==> config.mk <==
export PLATFORM = sky130hd
export DESIGN_NAME = virtual_ds2431_byte_io
export DESIGN_NICKNAME = d
export VERILOG_FILES = /design/src/rtl/virtual_ds2431_pkg.sv /design/src/rtl/virtual_ds2431_dq_sync.sv /design/src/rtl/virtual_ds2431_byte_io.sv
export SDC_FILE = /design/constraint.sdc
export NUM_CORES = 1
export LEC_CHECK = 0
export ABC_AREA = 1
export CAP_MARGIN = 30
export CORE_MARGIN = 8
export CORE_UTILIZATION = 47
export DETAILED_ROUTE_END_ITERATION = 12
export GPL_ROUTABILITY_DRIVEN = 0
export PLACE_DENSITY = 0.72
export SETUP_SLACK_MARGIN = 0.3
export SYNTH_ARGS = -nofsm -noshare
export SYNTH_HDL_FRONTEND = slang
export SYNTH_SLANG_ARGS = --single-unit
==> constraint.sdc <==
create_clock -name clk -period 4.1 [get_ports clk]
set_input_delay 0.615 -clock clk [delete_from_list [all_inputs] [get_ports clk]]
set_output_delay 0.615 -clock clk [all_outputs]
set_load 0.02 [all_outputs]
==> src/rtl/virtual_ds2431_pkg.sv <==
// Shared definitions for the virtual DS2431 1-Wire slave: byte-transceiver
// state encoding, default slot/reset timing at 50 MHz, and timing sanity values
// used by this block and by the reset/command modules built on top of it.
package virtual_ds2431_pkg;

  typedef enum logic [2:0] {
    ST_IDLE          = 3'd0,
    ST_WAIT_SLOT     = 3'd1,
    ST_RX_SAMPLE     = 3'd2,
    ST_TX_DRIVE0     = 3'd3,
    ST_WAIT_HIGH     = 3'd4,
    ST_PRESENCE_WAIT = 3'd5,
    ST_PRESENCE      = 3'd6
  } byteIoState_t;

  localparam int DEF_SAMPLE_CYC        = 750;    // 15 us
  localparam int DEF_TX0_HOLD_CYC      = 1500;   // 30 us
  localparam int DEF_RESET_MIN_CYC     = 20000;  // 400 us
  localparam int DEF_PRESENCE_WAIT_CYC = 1500;   // 30 us
  localparam int DEF_PRESENCE_LEN_CYC  = 6000;   // 120 us
  localparam int DEF_CNT_W             = 16;

  // Longest low time a master may legally hold inside a normal slot (120 us).
  localparam int DEF_SLOT_MAX_LOW_CYC  = 6000;

  localparam logic [7:0] RX_RESET_VAL  = 8'hff;

  // A reset must never be mistaken for a slot, and the sample point and the
  // Tx '0' hold must both land inside a slot.
  function automatic logic timingSane(input int sampleCyc, input int tx0HoldCyc,
                                      input int resetMinCyc, input int slotMaxLow);
    logic ok;
    ok = 1'b1;
    if (resetMinCyc <= slotMaxLow) begin
      ok = 1'b0;
    end else if (sampleCyc >= tx0HoldCyc) begin
      ok = 1'b0;
    end else if (tx0HoldCyc >= slotMaxLow) begin
      ok = 1'b0;
    end else begin
      ok = 1'b1;
    end
    return ok;
  endfunction

  localparam logic DEF_RESET_OVER_SLOT_OK = (DEF_RESET_MIN_CYC > DEF_SLOT_MAX_LOW_CYC);
  localparam logic DEF_TIMING_OK = timingSane(DEF_SAMPLE_CYC, DEF_TX0_HOLD_CYC,
                                              DEF_RESET_MIN_CYC, DEF_SLOT_MAX_LOW_CYC);

endpackage

==> src/rtl/virtual_ds2431_dq_sync.sv <==
// DQ pin synchroniser: two flops bring the asynchronous pin into the clock
// domain, a third holds the previous synced level for edge flags. All reset to
// 1 (idle bus level) so no spurious falling edge appears out of reset.
module virtual_ds2431_dq_sync (
  input  logic clk,
  input  logic rst,
  input  logic dqIn,
  output logic dqSync,
  output logic dqFall,
  output logic dqRise
);

  logic meta_r;
  logic sync_r;
  logic prev_r;

  // Synchroniser chain plus one-cycle history of the synced level.
  always_ff @(posedge clk or posedge rst) begin
    if (rst) begin
      meta_r <= 1'b1;
      sync_r <= 1'b1;
      prev_r <= 1'b1;
    end else begin
      meta_r <= dqIn;
      sync_r <= meta_r;
      prev_r <= sync_r;
    end
  end

  assign dqSync = sync_r;
  assign dqFall = prev_r & ~sync_r;
  assign dqRise = ~prev_r & sync_r;

endmodule

==> src/rtl/virtual_ds2431_byte_io.sv <==
// 1-Wire slave byte transceiver for the virtual DS2431. Turns master-timed bit
// slots into bytes (Rx), drives bytes in read slots (Tx), detects bus reset and
// answers with a presence pulse. Talks to the command modules through the
// transTrig / nRxTx / ByteTransDone / receiveDat handshake.
module virtual_ds2431_byte_io
  import virtual_ds2431_pkg::*;
#(
  parameter int SAMPLE_CYC        = DEF_SAMPLE_CYC,
  parameter int TX0_HOLD_CYC      = DEF_TX0_HOLD_CYC,
  parameter int RESET_MIN_CYC     = DEF_RESET_MIN_CYC,
  parameter int PRESENCE_WAIT_CYC = DEF_PRESENCE_WAIT_CYC,
  parameter int PRESENCE_LEN_CYC  = DEF_PRESENCE_LEN_CYC,
  parameter int CNT_W             = DEF_CNT_W
) (
  input  logic       clk,
  input  logic       rst,
  input  logic       dqIn,
  output logic       dqPullLow,
  input  logic       transTrig,
  input  logic       nRxTx,
  input  logic [7:0] transDat,
  output logic [7:0] receiveDat,
  output logic       ByteTransDone,
  output logic       busReset
);

  localparam logic [CNT_W-1:0] CNT_ZERO     = {CNT_W{1'b0}};
  localparam logic [CNT_W-1:0] CNT_ONE      = CNT_W'(1);
  localparam logic [CNT_W-1:0] SAMPLE_AT    = CNT_W'(SAMPLE_CYC);
  localparam logic [CNT_W-1:0] TX0_END      = CNT_W'(TX0_HOLD_CYC);
  localparam logic [CNT_W-1:0] RESET_SAT    = CNT_W'(RESET_MIN_CYC);
  localparam logic [CNT_W-1:0] RESET_QUAL   = CNT_W'(RESET_MIN_CYC - 1);
  localparam logic [CNT_W-1:0] PRES_WAIT_END = CNT_W'(PRESENCE_WAIT_CYC);
  localparam logic [CNT_W-1:0] PRES_LEN_END = CNT_W'(PRESENCE_LEN_CYC);

  logic dqSync_s;
  logic dqFall_s;
  logic dqRise_s;

  virtual_ds2431_dq_sync uDqSync (
    .clk    (clk),
    .rst    (rst),
    .dqIn   (dqIn),
    .dqSync (dqSync_s),
    .dqFall (dqFall_s),
    .dqRise (dqRise_s)
  );

  byteIoState_t     state_r;
  logic [CNT_W-1:0] cnt_r;
  logic [CNT_W-1:0] lowCnt_r;
  logic [3:0]       bitIdx_r;
  logic             txMode_r;
  logic [7:0]       txByte_r;
  logic [7:0]       shift_r;
  logic             resetSeen_r;
  logic             trigPrev_r;
  logic             reqPending_r;
  logic             pendMode_r;
  logic [7:0]       pendDat_r;

  logic reqEdge_s;
  logic qualify_s;

  // Request edge and the one-shot bus-reset qualification (counter just reaching
  // its limit while the line is still low and we are not driving it).
  always_comb begin
    reqEdge_s = transTrig & ~trigPrev_r;
    qualify_s = 1'b0;
    if ((state_r != ST_PRESENCE) && !dqSync_s && !dqPullLow && (lowCnt_r == RESET_QUAL)) begin
      qualify_s = 1'b1;
    end else begin
      qualify_s = 1'b0;
    end
  end

  // Main controller: low counter, reset/presence sequencing and bit-slot FSM.
  always_ff @(posedge clk or posedge rst) begin
    if (rst) begin
      state_r       <= ST_IDLE;
      cnt_r         <= CNT_ZERO;
      lowCnt_r      <= CNT_ZERO;
      bitIdx_r      <= 4'd0;
      txMode_r      <= 1'b0;
      txByte_r      <= 8'h00;
      shift_r       <= 8'h00;
      resetSeen_r   <= 1'b0;
      trigPrev_r    <= 1'b0;
      reqPending_r  <= 1'b0;
      pendMode_r    <= 1'b0;
      pendDat_r     <= 8'h00;
      dqPullLow     <= 1'b0;
      receiveDat    <= RX_RESET_VAL;
      ByteTransDone <= 1'b1;
      busReset      <= 1'b0;
    end else begin
      trigPrev_r <= transTrig;
      busReset   <= 1'b0;

      if ((state_r == ST_PRESENCE) || dqSync_s || dqPullLow) begin
        lowCnt_r <= CNT_ZERO;
      end else if (lowCnt_r != RESET_SAT) begin
        lowCnt_r <= lowCnt_r + CNT_ONE;
      end else begin
        lowCnt_r <= lowCnt_r;
      end

      if (qualify_s) begin
        // Bus reset wins over everything, including a same-cycle request.
        resetSeen_r   <= 1'b1;
        dqPullLow     <= 1'b0;
        ByteTransDone <= 1'b1;
        reqPending_r  <= 1'b0;
        cnt_r         <= CNT_ZERO;
        state_r       <= ST_IDLE;
      end else if (resetSeen_r && dqRise_s) begin
        resetSeen_r <= 1'b0;
        busReset    <= 1'b1;
        cnt_r       <= CNT_ONE;
        state_r     <= ST_PRESENCE_WAIT;
        if (reqEdge_s) begin
          reqPending_r <= 1'b1;
          pendMode_r   <= nRxTx;
          pendDat_r    <= transDat;
        end
      end else begin
        case (state_r)
          ST_IDLE: begin
            if (resetSeen_r) begin
              // Bus still held in reset: park the request until presence ends.
              if (reqEdge_s) begin
                reqPending_r <= 1'b1;
                pendMode_r   <= nRxTx;
                pendDat_r    <= transDat;
              end
            end else if (reqEdge_s) begin
              reqPending_r  <= 1'b0;
              txMode_r      <= nRxTx;
              txByte_r      <= transDat;
              bitIdx_r      <= 4'd0;
              ByteTransDone <= 1'b0;
              state_r       <= ST_WAIT_SLOT;
            end else if (reqPending_r) begin
              reqPending_r  <= 1'b0;
              txMode_r      <= pendMode_r;
              txByte_r      <= pendDat_r;
              bitIdx_r      <= 4'd0;
              ByteTransDone <= 1'b0;
              state_r       <= ST_WAIT_SLOT;
            end
          end
          ST_WAIT_SLOT: begin
            if (dqFall_s) begin
              cnt_r <= CNT_ONE;
              if (!txMode_r) begin
                state_r <= ST_RX_SAMPLE;
              end else if (txByte_r[bitIdx_r[2:0]]) begin
                state_r <= ST_WAIT_HIGH;
              end else begin
                dqPullLow <= 1'b1;
                state_r   <= ST_TX_DRIVE0;
              end
            end
          end
          ST_RX_SAMPLE: begin
            if (cnt_r == SAMPLE_AT) begin
              shift_r <= {dqSync_s, shift_r[7:1]};
              state_r <= ST_WAIT_HIGH;
            end else begin
              cnt_r <= cnt_r + CNT_ONE;
            end
          end
          ST_TX_DRIVE0: begin
            if (cnt_r == TX0_END) begin
              dqPullLow <= 1'b0;
              state_r   <= ST_WAIT_HIGH;
            end else begin
              cnt_r <= cnt_r + CNT_ONE;
            end
          end
          ST_WAIT_HIGH: begin
            if (dqSync_s) begin
              bitIdx_r <= bitIdx_r + 4'd1;
              if (bitIdx_r == 4'd7) begin
                if (!txMode_r) begin
                  receiveDat <= shift_r;
                end
                ByteTransDone <= 1'b1;
                state_r       <= ST_IDLE;
              end else begin
                state_r <= ST_WAIT_SLOT;
              end
            end
          end
          ST_PRESENCE_WAIT: begin
            if (reqEdge_s) begin
              reqPending_r <= 1'b1;
              pendMode_r   <= nRxTx;
              pendDat_r    <= transDat;
            end
            if (cnt_r == PRES_WAIT_END) begin
              dqPullLow <= 1'b1;
              cnt_r     <= CNT_ONE;
              state_r   <= ST_PRESENCE;
            end else begin
              cnt_r <= cnt_r + CNT_ONE;
            end
          end
          ST_PRESENCE: begin
            if (reqEdge_s) begin
              reqPending_r <= 1'b1;
              pendMode_r   <= nRxTx;
              pendDat_r    <= transDat;
            end
            if (cnt_r == PRES_LEN_END) begin
              dqPullLow <= 1'b0;
              cnt_r     <= CNT_ZERO;
              state_r   <= ST_IDLE;
            end else begin
              cnt_r <= cnt_r + CNT_ONE;
            end
          end
          default: begin
            dqPullLow     <= 1'b0;
            ByteTransDone <= 1'b1;
            cnt_r         <= CNT_ZERO;
            state_r       <= ST_IDLE;
          end
        endcase
      end
    end
  end

endmodule
After elaboration in Yosys (flattened, before gate mapping) --
Cells that the tools add are included.
Word-level totals: output and inout port bits 11, flip-flop bits (word level) 82, input port bits 13
Cells by class: bitwise operators 10, equality and inequality tests 41, magnitude comparators 1, add/sub/neg operators 3, mux-type cells 71, reduce and logical (&&, ||, !) cells 28
Operators with widths (number):
- $mux W16 | 9
- $pmux W16 S6 | 1
- $mux W8 | 5
- $mux W3 | 13
- $add A16 B1 Y16 const B | 2
- $ne A4 B4 Y1 const B | 8
- $mux W1 | 31
- $ne A3 B3 Y1 const B | 10
- $pmux W3 S7 | 1
- $reduce_and A6 Y1 | 3
- $eq A16 B10 Y1 const B | 1
- $eq A16 B11 Y1 const B | 1
- $eq A16 B13 Y1 const B | 1
- $eq A16 B15 Y1 const B | 1
- $mux W4 | 4
- $ne A16 B15 Y1 const B | 1
- $pmux W8 S2 | 1
- $reduce_and A8 Y1 | 2
- $eq A3 B3 Y1 const B | 3
- $pmux W4 S2 | 1
- $reduce_and A4 Y1 | 2
- $reduce_bool A2 Y1 | 4
- $not A1 Y1 | 7
- $eq A3 B2 Y1 const B | 2
- 27 further kinds | 40

Longest topological paths before layout --
Gate-level depths: netlist of run 1.
word-level depth 8, mapped depth 13

By module --
A second synthesis of run 1 with hierarchy kept.
Unflattened totals: cells, all modules 643, area total of the unflattened synthesis 4800.9 um^2
By module, submodules not included:
- virtual_ds2431_byte_io | seq. area each 1988.2 um^2, area each 4703.3 um^2, cells each 635, instances 1
- virtual_ds2431_dq_sync | seq. area each 78.8 um^2, area each 97.6 um^2, cells each 8, instances 1

Worst setup path before layout of run 1 --
OpenSTA, ideal clock, no wires.
kind in2reg, start point input transTrig, end point register txByte_r[3], setup time 0.123 ns, slack 2.155 ns, stages 9, data required time 3.977 ns, arrival time 1.822 ns, path through nand2_2 > nand2_1 > nand2_1 > a21oi_1 > nor3b_4 > nand2_4 > buf_6 > nand2_2 > o21ai_2
Between the ends: cells in the longest elaborated chain, start to end 3, elaborated cells on any way between the ends 4, classes of those cells mux: 1; bitwise: 1; reduce/logical: 2
RTL lines:
- start: declaration | RTL line virtual_ds2431_byte_io.sv:19 | input logic transTrig,
- $and A1 B1 Y1 (*) | RTL line virtual_ds2431_byte_io.sv:68 | reqEdge_s = transTrig & ~trigPrev_r;
- $reduce_bool A2 Y1 (no line)
- $reduce_and A5 Y1 (no line)
- end signal: assignment | RTL line virtual_ds2431_byte_io.sv:139 | txByte_r <= transDat;
- end signal: assignment | RTL line virtual_ds2431_byte_io.sv:146 | txByte_r <= pendDat_r;
- end: declaration | RTL line virtual_ds2431_byte_io.sv:54 | logic [7:0] txByte_r;
Mark *: on every way between the ends. The rest lies on a longest branch, timed or not. A chain may end at the register's enable or synchronous reset.

Worst setup path in the final report of run 1 --
start point register state_r[2], end point register txByte_r[5]
Between the ends: cells in the longest elaborated chain, start to end 7, elaborated cells on any way between the ends 8, classes of those cells eq/ne: 1; mux: 1; bitwise: 1; reduce/logical: 5
RTL lines:
- start: declaration | RTL line virtual_ds2431_byte_io.sv:49 | byteIoState_t state_r;
- start signal: assignment | RTL line virtual_ds2431_byte_io.sv:80 | state_r <= ST_IDLE;
- start signal: assignment | RTL line virtual_ds2431_byte_io.sv:115 | state_r <= ST_IDLE;
- start signal: assignment | RTL line virtual_ds2431_byte_io.sv:120 | state_r <= ST_PRESENCE_WAIT;
- $ne A3 B3 Y1 | RTL line virtual_ds2431_byte_io.sv:70 | if ((state_r != ST_PRESENCE) && !dqSync_s && !dqPullLow && (lowCnt_r == RESET_QUAL)) begin
- $logic_and A1 B1 Y1 (3 in a row) | RTL line virtual_ds2431_byte_io.sv:70
- $mux W1 | RTL line virtual_ds2431_byte_io.sv:70
- $not A1 Y1 (no line)
- $reduce_and A5 Y1 (no line) (*)
Marked as above.

==> results of run 1 <==
kinds of logic after synthesis:
logic type / Yosys count
muxes: 9
xor gates and xnor gates: 4
adders and majority gates: 6
buffers and inverters: 96
and+or+nand+nor: 382
AOI/OAI and AO/OA: 86
DFF: 82
synth_stat cells, types with 6 or more instances:
| cell type | count |
|---|---|
| nand3_1 | 83 |
| o21ai_2 | 10 |
| mux2i_1 | 9 |
| ha_1 | 6 |
| dfrtp_1 | 70 |
| nor3_1 | 13 |
| nor2_1 | 65 |
| a21oi_1 | 12 |
| dfstp_2 | 12 |
| clkbuf_1 | 10 |
| nand2_1 | 189 |
| o21ai_0 | 54 |
| nand4_1 | 15 |
| inv_1 | 78 |
flip-flops by register name, summed over array words and instances (netlist names):
name	count
ByteTransDone	1
bitIdx_r	4
busReset	1
cnt_r	16
dqPullLow	1
lowCnt_r	16
pendDat_r	8
pendMode_r	1
receiveDat	8
reqPending_r	1
resetSeen_r	1
shift_r	8
state_r	3
trigPrev_r	1
txByte_r	8
txMode_r	1
uDqSync.dqSync	1
uDqSync.meta_r	1
uDqSync.prev_r	1
area by class of cell:
class	count	area, µm²	share of cell area [%]
inverters	83	314.1	5.874
clock buffers	11	131.4	2.457
clock inverters	5	56.30	1.053
flip-flops and latches	82	2067	38.66
well taps	136	170.2	3.183
repair buffers	25	245.2	4.587
multi-input cells	487	2362	44.18
per-stage QoR:
step | cells | power [mW] | hold slack [ns]
2_1_floorplan | 665 | 1.828 | 0.3452
3_3_place_gp | 813 | 2.006 | 0.3471
3_5_place_dp | 813 | 2.042 | 0.3490
4_1_cts | 829 | 2.629 | 0.3604
5_1_grt | 829 | 2.824 | 0.3655
6_report | 829 | 2.614 | 0.3594
final timing paths:
kind	to	start	cells after the start	slack, ns
min in group asynchronous	pendDat_r[6]	rst	2	0.63
hold reg to reg	uDqSync.dqSync	uDqSync.meta_r	0	0.36
max in group asynchronous	receiveDat[5]	rst	3	2.69
setup reg to reg	txByte_r[5]	state_r[2]	9	1.63
hold / removal	uDqSync.dqSync	uDqSync.meta_r	0	0.36
setup / recovery	txByte_r[5]	state_r[2]	9	1.63
routing by layer:
metal	up-vias	part of all wire (%)
li1	2213	-
met1	2039	48
met2	104	47
met3	13	3.7
met4	0	1.6
met5	-	0
where the power goes:
group          total (mW)  switching [mW]  internal [mW]
Sequential           1.06           0.115          0.946
Clock               0.577           0.294          0.282
Combinational       0.976           0.659          0.317
Total                2.61            1.07           1.55
critical path: cells and delay by family, from the launching register on:
family / cells / cell delay, ns
buffers and inverters: 1 / 0.11
flip-flops: 1 / 0.54
AO/OA/AOI/OAI: 1 / 0.05
AND/OR/NAND/NOR: 7 / 1.63
==> flow_summary_export.csv, run 1 <==
group,metric,value,unit
pwr,p_leak,2.490,nW
detailed_routing,initialDrtViolationCount,377,
layout,final_core_util,52.73,%
critical_path,crit_chain,"nand3_4 > nand2_4 > inv_2 > nand3_2 > nand2_2 > nor3b_4 > nand2_4 > nand2_1 > o21ai_2",
yosys,synth_flop_cell,"dfrtp_1",
detailed_routing,vias,4369,
clocking,postCtsSetupBuffers,0,
die,die-area,13710,µm²
sta,fin_skew,0.009427,ns
die,coreArea,10140,µm²
clocking,cts_resized,0,
detailed_routing,drt-total-wl,10790,µm
layout,drive_above_1_share,7.937,%
sta,finalSetupViolCount,0,
placed_design,hpwlAfterDp,7801,µm
global_routing,busiest_layer,"met2",
clocking,cts_num_sinks,82,
yosys,synth-edff-count,0,
yosys,avgSynthCellArea,7.223,µm²
layout,stdcell_area,5346,µm²
die,die_w,117.1,µm
sta,worstMarginPinSlew,0.6527,ns
critical_path,required,4.33,ns
die,start_util,47.38,%
global_routing,grt_use_met1,22.08,%
layout,syn_to_final_growth,11.31,%
critical_path,path_class,"register to register",
sta,slew_headroom,56.38,%
global_routing,antenna_found_initial,0,
detailed_routing,via_per_inst,5.270,
layout,final_cell_mix,"nand2_1 (189), nand3_1 (83), inv_1 (77), dfrtp_1 (70), nor2_1 (65)",
detailed_routing,drc_errors,0,
sta,fmax,405.0,MHz
yosys,yosysTopAreaCell,"dfrtp_1",
yosys,ys_seq_area_share,43.03,%
yosys,synth_top_family_by_area,"simple AND/OR/NAND/NOR gates",
layout,diodes,0,
clocking,htreeDepth,3,
die,io_pins,24,
clocking,clk_path_buf_depth,2,
yosys,yosysWarnings,0,
hold_path,worstHoldPathType,"register to register",
critical_path,cp_max_fo,23,
clocking,tritoncts,"yes",
yosys,synth_compound_area_share,10.05,%
placed_design,port-buffer-count,23,
clocking,clockRootBuffer,"clkbuf_8",
yosys,syn-cell-area,4803,µm²
sta,fin_crit_sh,60.23,%
placed_design,postPlaceCellArea,5159,µm²
clocking,cts_buffers,9,
detailed_routing,wl_per_cell,13.01,µm
yosys,synth_async_sr_flop_share,100.0,%
sta,fin_ws,1.631,ns
detailed_routing,ant_nets,0,
yosys,synthesis.nets,684,
global_routing,grt_first_pass_wirelength,18660,µm
yosys,yosys.area_share.xor_xnor,0.7294,%
global_routing,use_met2,27.61,%
status,status,"finished, final reports clean",
yosys,netlist_instances,665,
critical_path,slowest_stage,"dfrtp_1",
critical_path,max_stage_delay,0.54,ns
critical_path,cp_common_cell,"nand2_4",
global_routing,grt_usage,16.87,%
die,rows,37,
pwr,p_per_area,489.0,nW/µm²
sta,hold_violations,0,
global_routing,grt-ovfl-total,0,
critical_path,crit_path_end_kind,"register",
layout,fin_nets,707,
critical_path,worstPathArrival,2.70,ns
yosys,yosysUniqueCellTypes,35,
pwr,ir_worst_vdd,0.2717,mV
clocking,clk_latency,0.35,ns
global_routing,grt_pass1_vias,4137,
critical_path,crit_path_start_kind,"register",
layout,fill_cells,966,
sta,drv_slew,0,
detailed_routing,first_pass_iters,5,
sta,rsz0062_at_grt,"no",
global_routing,grt_use_met3,2.463,%
sta,fin_crit,2.469,ns
global_routing,grt_max_degree,34,
clocking,clk_pin_slew,0.08,ns
yosys,muxShareOfSynthArea,1.875,%
yosys,synth-seq-cells,82,
placed_design,pre_cts_slack,1.411,ns
run,cap_viol_max_count,0,
sta,setup-tns-final,0,ns
die,die_h,117.1,µm
yosys,synth-simple-area-share,34.96,%
yosys,synth.area.top_cells,"dfrtp_1 (36%), nand2_1 (15%), nand3_1 (8.6%)",
layout,final_common_cell,"nand2_1",
clocking,hold_buffers,0,
yosys,yosys.area_share.adder,1.563,%
yosys,synth_top_area_share,36.47,%
No activity file was read; power rests on OpenSTA's default activity.
==> run 2, diff against run 1 <==
==> constraint.sdc (replaced) <==
create_clock -name clk -period 2.3 [get_ports clk]
set_input_delay 0.345 -clock clk [delete_from_list [all_inputs] [get_ports clk]]
set_output_delay 0.345 -clock clk [all_outputs]
set_load 0.02 [all_outputs]
==> run 2 against run 1 <==
Against the previous run: first-iteration DRC count is 14% lower; total power up 97%; cell count grew 2.4%; via count up 4.1%; register-to-register slack got worse by 1.2 ns; maximum frequency is 31% higher; routed wire length increased by 8.2%; critical path type unchanged; largest power group is now combinational logic; highest routed layer unchanged.
==> flow_summary_export.csv, run 2 (synthesis results as in run 1) <==
group,metric,value,unit
global_routing,grt-ovfl-total,0,
sta,fmax,529.8,MHz
sta,slew_headroom,64.00,%
detailed_routing,via_per_inst,5.355,
clocking,tritoncts,"yes",
detailed_routing,initialDrtViolationCount,326,
sta,fin_crit_sh,82.06,%
pwr,ir_worst_vdd,0.7111,mV
placed_design,port-buffer-count,23,
layout,drive_above_1_share,13.46,%
placed_design,pre_cts_slack,0.1792,ns
die,coreArea,10140,µm²
sta,drv_slew,0,
global_routing,grt_pass1_vias,4379,
global_routing,grt_usage,18.30,%
detailed_routing,ant_nets,0,
layout,diodes,0,
pwr,report.power.total,5.158,mW
die,die_w,117.1,µm
clocking,clockRootBuffer,"clkbuf_8",
critical_path,crit_path_end_kind,"register",
run,cap_viol_max_count,0,
clocking,cts_num_sinks,82,
detailed_routing,first_pass_iters,5,
status,status,"finished, final reports clean",
die,die_h,117.1,µm
sta,fin_crit,1.887,ns
clocking,hold_buffers,0,
layout,fill_cells,946,
sta,finalSetupViolCount,0,
critical_path,path_class,"register to register",
critical_path,cp_max_fo,15,
die,start_util,47.38,%
sta,holdWs,0.3621,ns
global_routing,grt_max_degree,39,
detailed_routing,drt-total-wl,11670,µm
clocking,clk_latency,0.35,ns
pwr,p_per_area,904.6,nW/µm²
global_routing,grt_first_pass_wirelength,20030,µm
layout,reg_top3,"cnt_r: 16 flops, lowCnt_r: 16 flops",
detailed_routing,wl_per_cell,13.74,µm
critical_path,worstPathArrival,2.13,ns
layout,fin_cells,849,
die,rows,37,
die,die-area,13710,µm²
hold_path,worstHoldPathType,"register to register",
layout,final_cell_mix,"nand2_1 (184), nand3_1 (80), inv_1 (75), dfrtp_1 (67), nor2_1 (60)",
clocking,htreeDepth,3,
sta,fin_skew,0.01231,ns
clocking,clk_pin_slew,0.09,ns
sta,worstMarginPinSlew,0.5351,ns
sta,fin_ws,0.4127,ns
sta,hold_violations,0,
clocking,clk_path_buf_depth,2,
layout,final_common_cell,"nand2_1",
detailed_routing,drc_errors,0,
die,io_pins,24,
pwr,p_leak,2.624,nW
sta,rsz0062_at_grt,"yes",
detailed_routing,vias,4546,
layout,syn_to_final_growth,18.70,%
clocking,cts_buffers,9,
critical_path,crit_path_start_kind,"register",
global_routing,antenna_found_initial,0,
sta,setup-tns-final,0,ns
placed_design,hpwlAfterDp,8349,µm
critical_path,required,2.54,ns
placed_design,dp.cells,824,
layout,fin_nets,727,
[run 2: per-layer routing]
metal | vias to the layer above | wire length, µm | track usage [%]
met5 | - | 0 | 0
met4 | 0 | 335 | 9.471
met2 | 138 | 5467 | 29.45
li1 | 2251 | - | -
met1 | 2131 | 5314 | 23.61
met3 | 26 | 550 | 2.514
[run 2: stage by stage]
step | area, µm² | utilization [%]
5_1_grt | 5702 | 56.24
4_1_cts | 5559 | 54.83
3_3_place_gp | 5281 | 52.09
6_report | 5702 | 56.24
3_5_place_dp | 5281 | 52.09
2_1_floorplan | 4807 | -
[run 2: cell type report]
| cell class | count | area (µm²) | area share (%) |
|---|---|---|---|
| tap | 136 | 170.2 | 2.984 |
| timing repair buffer | 44 | 432.9 | 7.593 |
| multi-input combinational | 488 | 2480 | 43.49 |
| sequential | 82 | 2071 | 36.32 |
| clock inverter | 5 | 85.08 | 1.492 |
| inverter | 83 | 321.6 | 5.640 |
| clock buffer | 11 | 141.4 | 2.480 |
[run 2: what timing repair did]
action,CTS,global route
resized for setup,7,32
cloned,1,0
setup buffers,2,6
pin swaps,2,5
endpoints found under the setup margin,31,47
[run 2: critical path: stages (launching register included)]
cell,delay (ns)
dfrtp_1,0.46
nand2_1,0.14
inv_1,0.14
nand2_1,0.07
nor2_1,0.13
nand2_1,0.13
nor2_2,0.20
o21ai_4,0.12
nand2_4,0.14
buf_12,0.14
o21ai_0,0.09
[run 2: report_power, final]
| part | leakage (nW) | switching, mW | internal, mW | total, mW |
|---|---|---|---|---|
| Combinational | 1.45 | 1.29 | 0.766 | 2.06 |
| Sequential | 1.06 | 0.214 | 1.69 | 1.91 |
| Clock | 0.111 | 0.545 | 0.650 | 1.19 |
[run 2: final timing paths]
path / cells past startpoint / start / slack, ns / endpoint
setup / recovery: 10 / cnt_r[2] / 0.41 / cnt_r[7]
hold / removal: 0 / uDqSync.meta_r / 0.36 / uDqSync.dqSync
setup reg to reg: 10 / cnt_r[2] / 0.41 / cnt_r[7]
hold reg to reg: 0 / uDqSync.meta_r / 0.36 / uDqSync.dqSync
max in group asynchronous: 3 / rst / 1.30 / receiveDat[5]
min in group asynchronous: 2 / rst / 0.37 / pendDat_r[4]
